File: src/rtl/ascii_seq_tx.sv
// ascii_seq_tx
// ------------
// Sequence transmitter that sits in front of an existing uart_tx instance.
// On an accepted start it emits the inclusive run of codes cfg_first..cfg_last
// (counting up, wrapping modulo 2^DATA_W) one character at a time. Each
// character is preceded by an idle gap of GAP_CYCLES clocks and then handed
// over through the uart_tx start/ready handshake. The run is either one-shot,
// ending with a done pulse, or repeats until abort.
//
// Optional feature macro: SEQ_NEWLINE_EN
//   When defined, every pass is followed by a CR (0x0D) and an LF (0x0A).
//   These use the same gap and handshake, and they count in char_count.
//
// Ports
//   clk         in   system clock
//   rst         in   asynchronous reset, active low
//   start       in   level, sampled only while idle; launches a sequence
//   abort       in   synchronous abort, honoured in every state
//   cfg_first   in   first code (latched on accepted start)
//   cfg_last    in   last code (latched on accepted start)
//   cfg_repeat  in   1 = loop until abort (latched on accepted start)
//   tx_ready    in   from uart_tx: 1 = ready, 0 = busy
//   tx_data     out  character presented to uart_tx
//   tx_start    out  one-cycle request pulse to uart_tx
//   busy        out  high whenever the sequencer is not idle
//   done        out  one-cycle pulse at the end of a one-shot sequence
//   char_count  out  characters issued since the last accepted start
module ascii_seq_tx #(
  parameter int DATA_W     = 8,
  parameter int GAP_W      = 28,
  parameter int GAP_CYCLES = 25000000,
  parameter int CNT_W      = 16
) (
  input  logic              clk,
  input  logic              rst,
  input  logic              start,
  input  logic              abort,
  input  logic [DATA_W-1:0] cfg_first,
  input  logic [DATA_W-1:0] cfg_last,
  input  logic              cfg_repeat,
  input  logic              tx_ready,
  output logic [DATA_W-1:0] tx_data,
  output logic              tx_start,
  output logic              busy,
  output logic              done,
  output logic [CNT_W-1:0]  char_count
);

  localparam logic [GAP_W-1:0] GAP_LOAD = GAP_W'(GAP_CYCLES);

`ifdef SEQ_NEWLINE_EN
  typedef enum logic [2:0] {
    IDLE, GAP, WAIT_RDY, WAIT_ACK, DONE, CR, LF
  } state_t;

  // Records which terminator, if any, the current gap/handshake round carries.
  typedef enum logic [1:0] {
    TERM_NONE, TERM_CR, TERM_LF
  } term_t;

  localparam logic [DATA_W-1:0] CR_CODE = DATA_W'(8'h0D);
  localparam logic [DATA_W-1:0] LF_CODE = DATA_W'(8'h0A);

  term_t term_q, term_n;
`else
  typedef enum logic [2:0] {
    IDLE, GAP, WAIT_RDY, WAIT_ACK, DONE
  } state_t;
`endif

  state_t            state, state_n;
  logic [DATA_W-1:0] cur, cur_n;
  logic [DATA_W-1:0] first_q, first_n;
  logic [DATA_W-1:0] last_q, last_n;
  logic              rep_q, rep_n;
  logic [GAP_W-1:0]  timer, timer_n;
  logic [DATA_W-1:0] tx_data_n;
  logic              tx_start_n;
  logic              busy_n;
  logic              done_n;
  logic [CNT_W-1:0]  char_count_n;
  logic              pass_end;

  // State, latched configuration and all outputs are registered here.
  always_ff @(posedge clk or negedge rst) begin
    if (!rst) begin
      state      <= IDLE;
      cur        <= '0;
      first_q    <= '0;
      last_q     <= '0;
      rep_q      <= 1'b0;
      timer      <= '0;
      tx_data    <= '0;
      tx_start   <= 1'b0;
      busy       <= 1'b0;
      done       <= 1'b0;
      char_count <= '0;
`ifdef SEQ_NEWLINE_EN
      term_q     <= TERM_NONE;
`endif
    end else begin
      state      <= state_n;
      cur        <= cur_n;
      first_q    <= first_n;
      last_q     <= last_n;
      rep_q      <= rep_n;
      timer      <= timer_n;
      tx_data    <= tx_data_n;
      tx_start   <= tx_start_n;
      busy       <= busy_n;
      done       <= done_n;
      char_count <= char_count_n;
`ifdef SEQ_NEWLINE_EN
      term_q     <= term_n;
`endif
    end
  end

  // Next-state and next-output logic. Abort overrides every state. It
  // leaves char_count and tx_data untouched and never requests a new
  // character.
  always_comb begin
    state_n      = state;
    cur_n        = cur;
    first_n      = first_q;
    last_n       = last_q;
    rep_n        = rep_q;
    timer_n      = timer;
    tx_data_n    = tx_data;
    tx_start_n   = 1'b0;
    char_count_n = char_count;
    pass_end     = 1'b0;
`ifdef SEQ_NEWLINE_EN
    term_n       = term_q;
`endif

    if (abort) begin
      state_n = IDLE;
    end else begin
      case (state)
        IDLE: begin
          if (start) begin
            first_n      = cfg_first;
            last_n       = cfg_last;
            rep_n        = cfg_repeat;
            cur_n        = cfg_first;
            char_count_n = '0;
            timer_n      = GAP_LOAD;
            state_n      = GAP;
`ifdef SEQ_NEWLINE_EN
            term_n       = TERM_NONE;
`endif
          end
        end

        GAP: begin
          if (timer != '0) begin
            timer_n = timer - GAP_W'(1);
          end else begin
            state_n = WAIT_RDY;
          end
        end

        WAIT_RDY: begin
          if (tx_ready) begin
`ifdef SEQ_NEWLINE_EN
            case (term_q)
              TERM_CR: tx_data_n = CR_CODE;
              TERM_LF: tx_data_n = LF_CODE;
              default: tx_data_n = cur;
            endcase
`else
            tx_data_n    = cur;
`endif
            tx_start_n   = 1'b1;
            char_count_n = char_count + CNT_W'(1);
            state_n      = WAIT_ACK;
          end
        end

        // uart_tx drops ready once it has taken the character. Only then
        // do we move on, so tx_data stays stable for the whole handoff.
        WAIT_ACK: begin
          if (!tx_ready) begin
`ifdef SEQ_NEWLINE_EN
            if (term_q == TERM_CR) begin
              state_n = LF;
            end else if (term_q == TERM_LF) begin
              pass_end = 1'b1;
            end else if (cur != last_q) begin
              cur_n   = cur + DATA_W'(1);
              timer_n = GAP_LOAD;
              state_n = GAP;
            end else begin
              state_n = CR;
            end
`else
            if (cur != last_q) begin
              cur_n   = cur + DATA_W'(1);
              timer_n = GAP_LOAD;
              state_n = GAP;
            end else begin
              pass_end = 1'b1;
            end
`endif
          end
        end

        DONE: begin
          state_n = IDLE;
        end

`ifdef SEQ_NEWLINE_EN
        // Terminator rounds: select the character, then reuse the normal
        // gap and handshake path.
        CR: begin
          term_n  = TERM_CR;
          timer_n = GAP_LOAD;
          state_n = GAP;
        end

        LF: begin
          term_n  = TERM_LF;
          timer_n = GAP_LOAD;
          state_n = GAP;
        end
`endif

        default: begin
          state_n = IDLE;
        end
      endcase

      // End of a pass: restart from the latched first code, or finish.
      if (pass_end) begin
        if (rep_q) begin
          cur_n   = first_q;
          timer_n = GAP_LOAD;
          state_n = GAP;
`ifdef SEQ_NEWLINE_EN
          term_n  = TERM_NONE;
`endif
        end else begin
          state_n = DONE;
        end
      end
    end

    busy_n = (state_n != IDLE);
    done_n = (state_n == DONE);
  end

endmodule

File: config.mk
export PLATFORM = sky130hd
export DESIGN_NAME = ascii_seq_tx
export DESIGN_NICKNAME = d
export VERILOG_FILES = /design/src/rtl/ascii_seq_tx.sv
export SDC_FILE = /design/constraint.sdc
export NUM_CORES = 1
export LEC_CHECK = 0
export BUFFER_PORTS_ARGS = -buffer_cell sky130_fd_sc_hd__buf_2
export CAP_MARGIN = 20
export CORE_UTILIZATION = 50
export CTS_BUF_LIST = sky130_fd_sc_hd__clkbuf_8
export CTS_CLUSTER_DIAMETER = 80
export DETAILED_ROUTE_END_ITERATION = 12
export PLACE_DENSITY = 0.72
export SLEW_MARGIN = 20
export SYNTH_ARGS = -nofsm -noshare
export SYNTH_HDL_FRONTEND = slang
export SYNTH_SLANG_ARGS = --single-unit
File: constraint.sdc
create_clock -name clk -period 2.3 [get_ports clk]
set_clock_uncertainty 0.05 [all_clocks]
set_input_delay 0 -clock clk [delete_from_list [all_inputs] [get_ports clk]]
set_output_delay 0 -clock clk [all_outputs]
set_load 0.1 [all_outputs]
# Word level (Yosys, flattened, before mapping)
# Index checks and enable logic that the tools add are counted.
classes:
  n_addsub: 3
  n_eq_ne: 7
  n_mux: 32
  n_bitwise: 1
  reduce_logical: 7
ops:
  columns: ["cell", "count"]
  rows:
  - ["$mux W28", 6]
  - ["$pmux W28 S3", 1]
  - ["$mux W8", 5]
  - ["$mux W16", 2]
  - ["$pmux W16 S2", 1]
  - ["$reduce_bool A28 Y1", 1]
  - ["$sub A28 B1 Y28 const B", 1]
  - ["$mux W3", 8]
  - ["$add A16 B1 Y16 const B", 1]
  - ["$pmux W8 S2", 1]
  - ["$pmux W3 S4", 1]
  - ["$add A8 B1 Y8 const B", 1]
  - ["$ne A8 B8 Y1", 1]
  - ["$mux W1", 7]
  - ["$eq A3 B2 Y1 const B", 2]
  - ["$reduce_and A3 Y1", 2]
  - ["$ne A2 B2 Y1 const B", 2]
  - ["$reduce_and A4 Y1", 1]
  - ["$eq A3 B1 Y1 const B", 1]
  - ["$eq A3 B3 Y1 const B", 1]
  - ["$logic_not A3 Y1", 1]
  - ["$reduce_bool A3 Y1", 1]
  - ["$reduce_bool A2 Y1", 1]
  - ["$not A1 Y1", 1]
totals:
  register_bits: 83
  input_bits: 22
  elab_cells: 61

# Longest topological paths before layout
# Gate-level depths: netlist of run 1.
logic_depth:
  word_depth: 8
  mapped_depth: 9
  ltp_nobuf: 7

# Worst setup path after synthesis of run 1
# OpenSTA, ideal clock, no wires.
synth_timing:
  path_type: "flip-flop to flip-flop"
  startpoint: "reg timer[12]"
  endpoint: "reg timer[8]"
  arrival_ns: 2.042
  t_required_ns: 2.106
  path_slack_ns: 0.064
  stages_incl_launch_ff: 8
  path_buffers: 1
  period_less_slack_ns: 2.236
  path_cell_list: "dfrtp_1 -> or4_4 -> nor4_4 -> a31oi_1 -> buf_2 -> nor4b_1 -> a211oi_2 -> o21ai_1"
synth_via:
  elab_chain_len: 5
synth_lines:
  columns: ["element", "line_no", "text"]
  rows:
  - ["from (decl)", "76", "logic [GAP_W-1:0] timer, timer_n;"]
  - ["from (signal assigned)", "107", "timer <= timer_n;"]
  - ["$reduce_bool A28 Y1 *", "157", "if (timer != '0) begin"]
  - ["$mux W28 *", "157", null]
  - ["$pmux W28 S3 *", "140", "case (state)"]
  - ["$mux W28", "236", "if (rep_q) begin"]
  - ["$mux W28 *", "235", "if (pass_end) begin"]
# Every way passes the cells marked *; elsewhere a longest branch is shown, timed or not.
# A chain may end at the register's enable or synchronous reset.

# Worst setup path after layout of run 1
layout_timing:
  startpoint: "reg timer[19]"
  endpoint: "reg timer[27]"
layout_via:
  elab_chain_len: 5
  elab_cells_between_ends: 6
layout_lines:
  columns: ["element", "line_no"]
  rows:
  - ["$sub A28 B1 Y28 or $reduce_bool A28 Y1 (tied branches)", "158, 157"]
  - ["$mux W28 *", "157"]
  - ["$pmux W28 S3 *", "140"]
  - ["$mux W28", "236"]
  - ["$mux W28 *", "235"]
# Marked as above.

==> flow_metrics.py, run 1 <==
metrics = {
    "finish": {
        "drive_gt1_share_pct": 21.7,
        "final_area_sq_um": 5860,
        "synthToLayoutAreaGrowth_pct": 25.3,
        "fin_cells": 750,
        "nets": 662,
        "diodes": 0,
    },
    "synth": {
        "synth_nets": 562,
        "synth_flop_cell": "dfrtp_1",
        "synth.yosys.seq_area_share_pct": 44.4,
        "synth_cells": 537,
        "muxShareOfSynthArea_pct": 0.882,
        "yosys_warnings": 0,
        "synth_top_family_by_area": "simple AND/OR/NAND/NOR gates",
        "ys_types": 68,
        "synth.largest_area_cell": "dfrtp_1",
        "synth-edff-count": 0,
        "synth_top_area_share_pct": 44.4,
        "synth_fa_ha_area_share_pct": 0.802,
        "synth_area_sq_um": 4680,
        "synthXorXnorAreaFrac_pct": 4.68,
        "synth.area.top_cells": "dfrtp_1, nand2_1, nor2_1",
        "avgSynthCellArea_sq_um": 8.71,
        "synth_compound_area_share_pct": 17.8,
        "async_reset_ff_share_pct": 100,
        "yosys.area_share.simple_pct": 27.9,
        "ys_ff_latch": 83,
    },
    "min_path": {
        "min-delay-path-class": "in2async",
    },
    "route": {
        "final_antenna_net_count": 0,
        "drt_iter0_markers": 404,
        "drc": 0,
        "wl_per_cell_um": 16.7,
        "drt_pass1_iterations": 5,
        "via_count": 4528,
        "finalWirelength_um": 12600,
        "viasPerCell": 6.04,
    },
    "floorplanning": {
        "start_util_pct": 52.6,
        "dieArea_sq_um": 9750,
        "io-pin-count": 49,
        "fp.dieH_um": 98.7,
        "placeableCoreArea_sq_um": 8890,
        "chipWidth_um": 98.7,
        "num_rows": 34,
    },
    "timing": {
        "setup_tns_ps": 0,
        "hold_viol_final": 0,
        "tightest_slew_ps": 534,
        "fin_crit_sh_pct": 97.5,
        "fmax_ghz": 0.446,
        "whs_ps": 107,
        "slew_viol_final": 0,
        "rsz0062_at_grt": "yes",
        "fin_crit_ps": 2240,
        "setup_viol": 0,
        "slew-limit-headroom_pct": 64.1,
    },
    "clock_tree": {
        "numCtsBuffers": 9,
        "clk_pin_slew_worst_paths_ps": 90,
        "htreeDepth": 3,
        "cts_tree": "built",
        "cts-root-buf": "clkbuf_8",
        "clk_latency_ps": 350,
        "clock_path_buffers": 2,
        "clock-sinks": 83,
    },
    "worst_setup_path": {
        "cp_slowest_cell": "or4_4",
        "crit_fanout": 5,
        "reg2reg_depth": 7,
        "cp_cell_sequence": "or4_4 -> nor4_4 -> buf_4 -> nand3_2 -> nor4b_4 -> o2bb2ai_1 -> a22o_1",
        "cpPeakStageDelay_ps": 580,
        "worst_setup_path_end_kind": "flip-flop",
        "r2r_end": "timer[27]",
        "rrSetupSlack_ps": 60,
        "arrival_ps": 2430,
        "setup.worst_path.start_class": "flip-flop",
        "required_ps": 2490,
        "critPathKind": "reg2reg",
        "r2r-start": "timer[19]",
    },
    "global_routing": {
        "first_global_vias": 4466,
        "antenna_found_initial": 0,
        "grt_max_degree": 50,
        "grt_pass1_wl_um": 21000,
        "grt_usage_pct": 27.1,
        "grt_overflow_total": 0,
    },
    "placement": {
        "gp_congestion": 0.939,
        "dp_hpwl_um": 8820,
        "numPortBuffers": 48,
        "dp.cells": 712,
        "place_area_sq_um": 5320,
    },
    "pwr": {
        "p_per_area_nw_per_um2": 714,
        "seqPwrFrac_pct": 42.0,
        "p_sw_share_pct": 31.4,
        "p_total_mw": 4.19,
        "power.switching_mw": 1.31,
        "power.leakage_nw": 2.70,
        "p_clk_share_pct": 33.1,
        "ir_drop_mv": 0.445,
        "power_frac_comb_pct": 24.9,
        "p_int_mw": 2.87,
    },
    "run_status": {
        "outcome": "complete, no violations",
    },
    "flow_run": {
        "cap_violations": 0,
    },
}
[worst max path at each step]
stage | start | endpoint | slack [ps] | cells after the start
5_1_grt | timer[19] | timer[27] | -40 | 7
3_3_place_gp | timer[12] | timer[27] | 90 | 7
2_1_floorplan | timer[12] | timer[8] | 60 | 7
3_5_place_dp | timer[17] | timer[26] | 40 | 7
4_1_cts | timer[17] | timer[26] | 4 | 6
6_report | timer[19] | timer[27] | 60 | 7
[what timing repair did]
item,CTS,global route
gates resized for setup,0,13
hold endpoints to repair,104,0
endpoints found under the setup margin,0,30
buffers inserted,0,2
hold buffers,20,0
[Yosys cell counts, types with 8 or more instances]
cell type  count
o31ai_1       15
xnor2_1       10
nand2_1      109
nor2_1        44
dfrtp_1       83
nor3_1        21
nand3_1       22
nand4_1       16
inv_1         11
xor2_1        15
o21ai_0       19
a21oi_1       27
clkbuf_1      22
a31oi_1        8
[metal layers]
layer  share of wire [%]  vias to the layer above  track usage (%)
met5                   0                        -                0
met4                 2.1                        0             9.30
met3                 5.4                       28             4.33
met2                  49                      173             44.9
met1                  44                     2193             36.2
li1                    -                     2134                -
[sequential cells by signal, summed over array words and instances (netlist names)]
signal / cells
timer: 28
char_count: 16
cur: 8
first_q: 8
last_q: 8
tx_data: 8
state: 3
busy: 1
done: 1
rep_q: 1
tx_start: 1
[layout by cell type, fill, tap and decap left out, drive strengths merged, types with 5 or more instances in the layout]
cell type / count
nor2: 46
and3: 5
buf: 99
a21oi: 29
o31ai: 15
and2: 8
clkbuf: 9
o21ai: 23
nand3: 22
inv: 13
nor3: 21
xor2: 15
nor4b: 5
nor4: 5
nand4: 17
dlygate4sd3: 20
a31oi: 8
nand2: 109
xnor2: 10
dfrtp: 83
[final cells by class]
| class | instances | area (sq um) |
|---|---|---|
| Inverter | 11 | 41.3 |
| Clock inverter | 7 | 140 |
| Multi-Input combinational cell | 413 | 2500 |
| Clock buffer | 9 | 124 |
| Sequential cell | 83 | 2080 |
| Timing Repair Buffer | 119 | 842 |
| Tap cell | 108 | 135 |
| Fill cell | 723 | 3030 |
[cell families after synthesis]
| group | Yosys count |
|---|---|
| AOI/OAI and AO/OA | 120 |
| and+or+nand+nor | 261 |
| adders and majority gates | 3 |
| xor gates and xnor gates | 25 |
| buffers and inverters | 41 |
| DFF | 83 |
| muxes | 4 |
[worst max-delay path, delay by kind of cell, from the launching register on]
kind	cells	cell delay, ps
compound gates	2	280
buf+inv	1	200
flops	1	380
simple gates	4	1220
[through the flow]
stage | util, % | setup WS [ps]
floorplan | - | 63.8
global placement | 59.8 | 89.6
detailed placement | 59.8 | 37.5
CTS | 65.0 | 3.75
global route | 65.9 | -45.0
finish | 65.9 | 57.6
[power by group through the flow]
| stage | logic, mW | clock network [mW] | registers [mW] |
|---|---|---|---|
| after floorplan | 0.580 | 0 | 1.79 |
| after global placement | 0.961 | 0 | 1.78 |
| after detailed placement | 0.975 | 0 | 1.78 |
| after CTS | 1.01 | 1.40 | 1.75 |
| after global routing | 1.14 | 1.46 | 1.78 |
| final | 1.04 | 1.39 | 1.76 |
No activity file was read; power rests on OpenSTA's default activity.
==> run 2, diff against run 1 <==
CORE_UTILIZATION = 40   (was 50)
PLACE_DENSITY = unset   (was 0.72)
==> flow_metrics.py, run 2 (same netlist as run 1, synthesis figures left out) <==
metrics = {
    "run_status": {
        "outcome": "complete, no violations",
    },
    "timing": {
        "slew_viol_final": 0,
        "fin_crit_sh_pct": 98.0,
        "setup_viol": 0,
        "slew-limit-headroom_pct": 60.8,
        "fin_crit_ps": 2250,
        "rsz0062_at_grt": "yes",
        "tightest_slew_ps": 588,
        "hold_viol_final": 0,
        "fmax_ghz": 0.444,
    },
    "route": {
        "finalWirelength_um": 13200,
        "via_count": 4437,
        "drt_pass1_iterations": 4,
        "viasPerCell": 5.60,
        "drt_iter0_markers": 316,
        "wl_per_cell_um": 16.6,
        "final_antenna_net_count": 0,
        "drc": 0,
    },
    "global_routing": {
        "grt_overflow_total": 0,
        "grt_max_degree": 45,
        "busiest_layer": "met2",
        "use_met2_pct": 39.4,
        "use_met1_pct": 31.5,
        "grt_pass1_wl_um": 22200,
        "first_global_vias": 4588,
        "grt_usage_pct": 24.0,
        "use_met3_pct": 4.17,
        "antenna_found_initial": 0,
    },
    "floorplanning": {
        "dieArea_sq_um": 12100,
        "num_rows": 39,
        "start_util_pct": 41.0,
        "fp.dieH_um": 110,
        "io-pin-count": 49,
        "chipWidth_um": 110,
        "placeableCoreArea_sq_um": 11400,
    },
    "clock_tree": {
        "cts-root-buf": "clkbuf_8",
        "clock_path_buffers": 2,
        "numCtsBuffers": 9,
        "htreeDepth": 3,
        "clk_pin_slew_worst_paths_ps": 80,
        "cts_tree": "built",
        "clk_latency_ps": 370,
        "clock-sinks": 83,
    },
    "finish": {
        "fin_cells": 792,
        "largest_reg_flops": 28,
        "drive_gt1_share_pct": 22.2,
        "top_regs": "timer x28, char_count x16",
        "final_common_cell": "nand2_1",
        "synthToLayoutAreaGrowth_pct": 26.1,
        "mostFrequentLayoutCells": "nand2_1, dfrtp_1, buf_4, buf_2, nor2_1",
        "top_register": "timer",
        "nets": 671,
        "diodes": 0,
    },
    "placement": {
        "numPortBuffers": 48,
        "dp_hpwl_um": 9520,
        "gp_congestion": 0.876,
        "dp.cells": 757,
    },
    "flow_run": {
        "cap_violations": 0,
    },
    "pwr": {
        "ir_drop_mv": 0.534,
        "power.leakage_nw": 2.71,
        "p_total_mw": 4.00,
        "p_per_area_nw_per_um2": 678,
    },
    "worst_setup_path": {
        "crit_fanout": 4,
        "setup.worst_path.start_class": "flip-flop",
        "critPathKind": "reg2reg",
        "worst_setup_path_end_kind": "flip-flop",
        "required_ps": 2560,
        "arrival_ps": 2510,
    },
    "min_path": {
        "min-delay-path-class": "in2reg",
    },
}
-- run 2: cell types whose count changed in the layout (fill, tap and decap cells not counted), sizes merged --
cell      previous run  this run
bufinv               4         2
buf                 99       108
clkinv               0         1
clkinvlp             1         2
inv                 13        11
-- run 2: per-stage QoR --
stage               hold WS [ps]  setup WS, ps  setup TNS (ps)  instance area [sq um]  utilization, %
floorplan                   -346          63.8               0                   4680               -
global placement           -11.8           106               0                   5430            47.6
detailed placement          1.21          20.1               0                   5430            47.6
CTS                         11.5        0.0200               0                   5830            51.1
global route                47.9         -44.4            -126                   5900            51.7
finish                      29.0          45.4               0                   5900            51.7
-- run 2: final timing paths --
| path | start | cells past startpoint | end | slack [ps] |
|---|---|---|---|---|
| setup / recovery | timer[20] | 8 | timer[8] | 50 |
| hold / removal | abort | 5 | state[1] | 30 |
| setup reg to reg | timer[20] | 8 | timer[8] | 50 |
| hold reg to reg | tx_data[1] | 2 | tx_data[1] | 430 |
| max in group asynchronous | rst | 3 | char_count[10] | 1460 |
| min in group asynchronous | rst | 2 | timer[10] | 110 |
-- run 2: worst max-delay path, cell delays in order (launching register included) --
cell and delay, ps:
dfrtp_1 390, or4_4 580, nor4_4 240, a31oi_1 210, buf_4 190, buf_4 140, a21oi_1 200, a211oi_2 60
o21ai_1 120
-- run 2: what timing repair did --
action | in CTS | in global routing
endpoints found under the hold margin | 65 | 0
hold buffers | 20 | 0
setup buffers | 0 | 1
setup endpoints to repair | 0 | 17
resized for setup | 0 | 11
-- run 2: routing by layer --
metal	up-vias	wire length [um]
met5	-	0
met4	0	287
met3	20	615
met2	113	6260
met1	2156	6000
li1	2148	-
-- run 2: layout make-up --
cell class | instances | area (sq um)
multi-input combinational | 413 | 2490
sequential | 83 | 2080
timing repair buffer | 128 | 910
clock inverter | 5 | 80.1
inverter | 11 | 41.3
fill | 1105 | 5520
clock buffer | 9 | 124
tap | 143 | 179
-- run 2: power breakdown --
group	leakage (nW)	internal [mW]	switching (mW)
clock network	0.0972	0.597	0.558
registers	1.05	1.61	0.153
logic	1.56	0.462	0.618
total	2.71	2.67	1.33
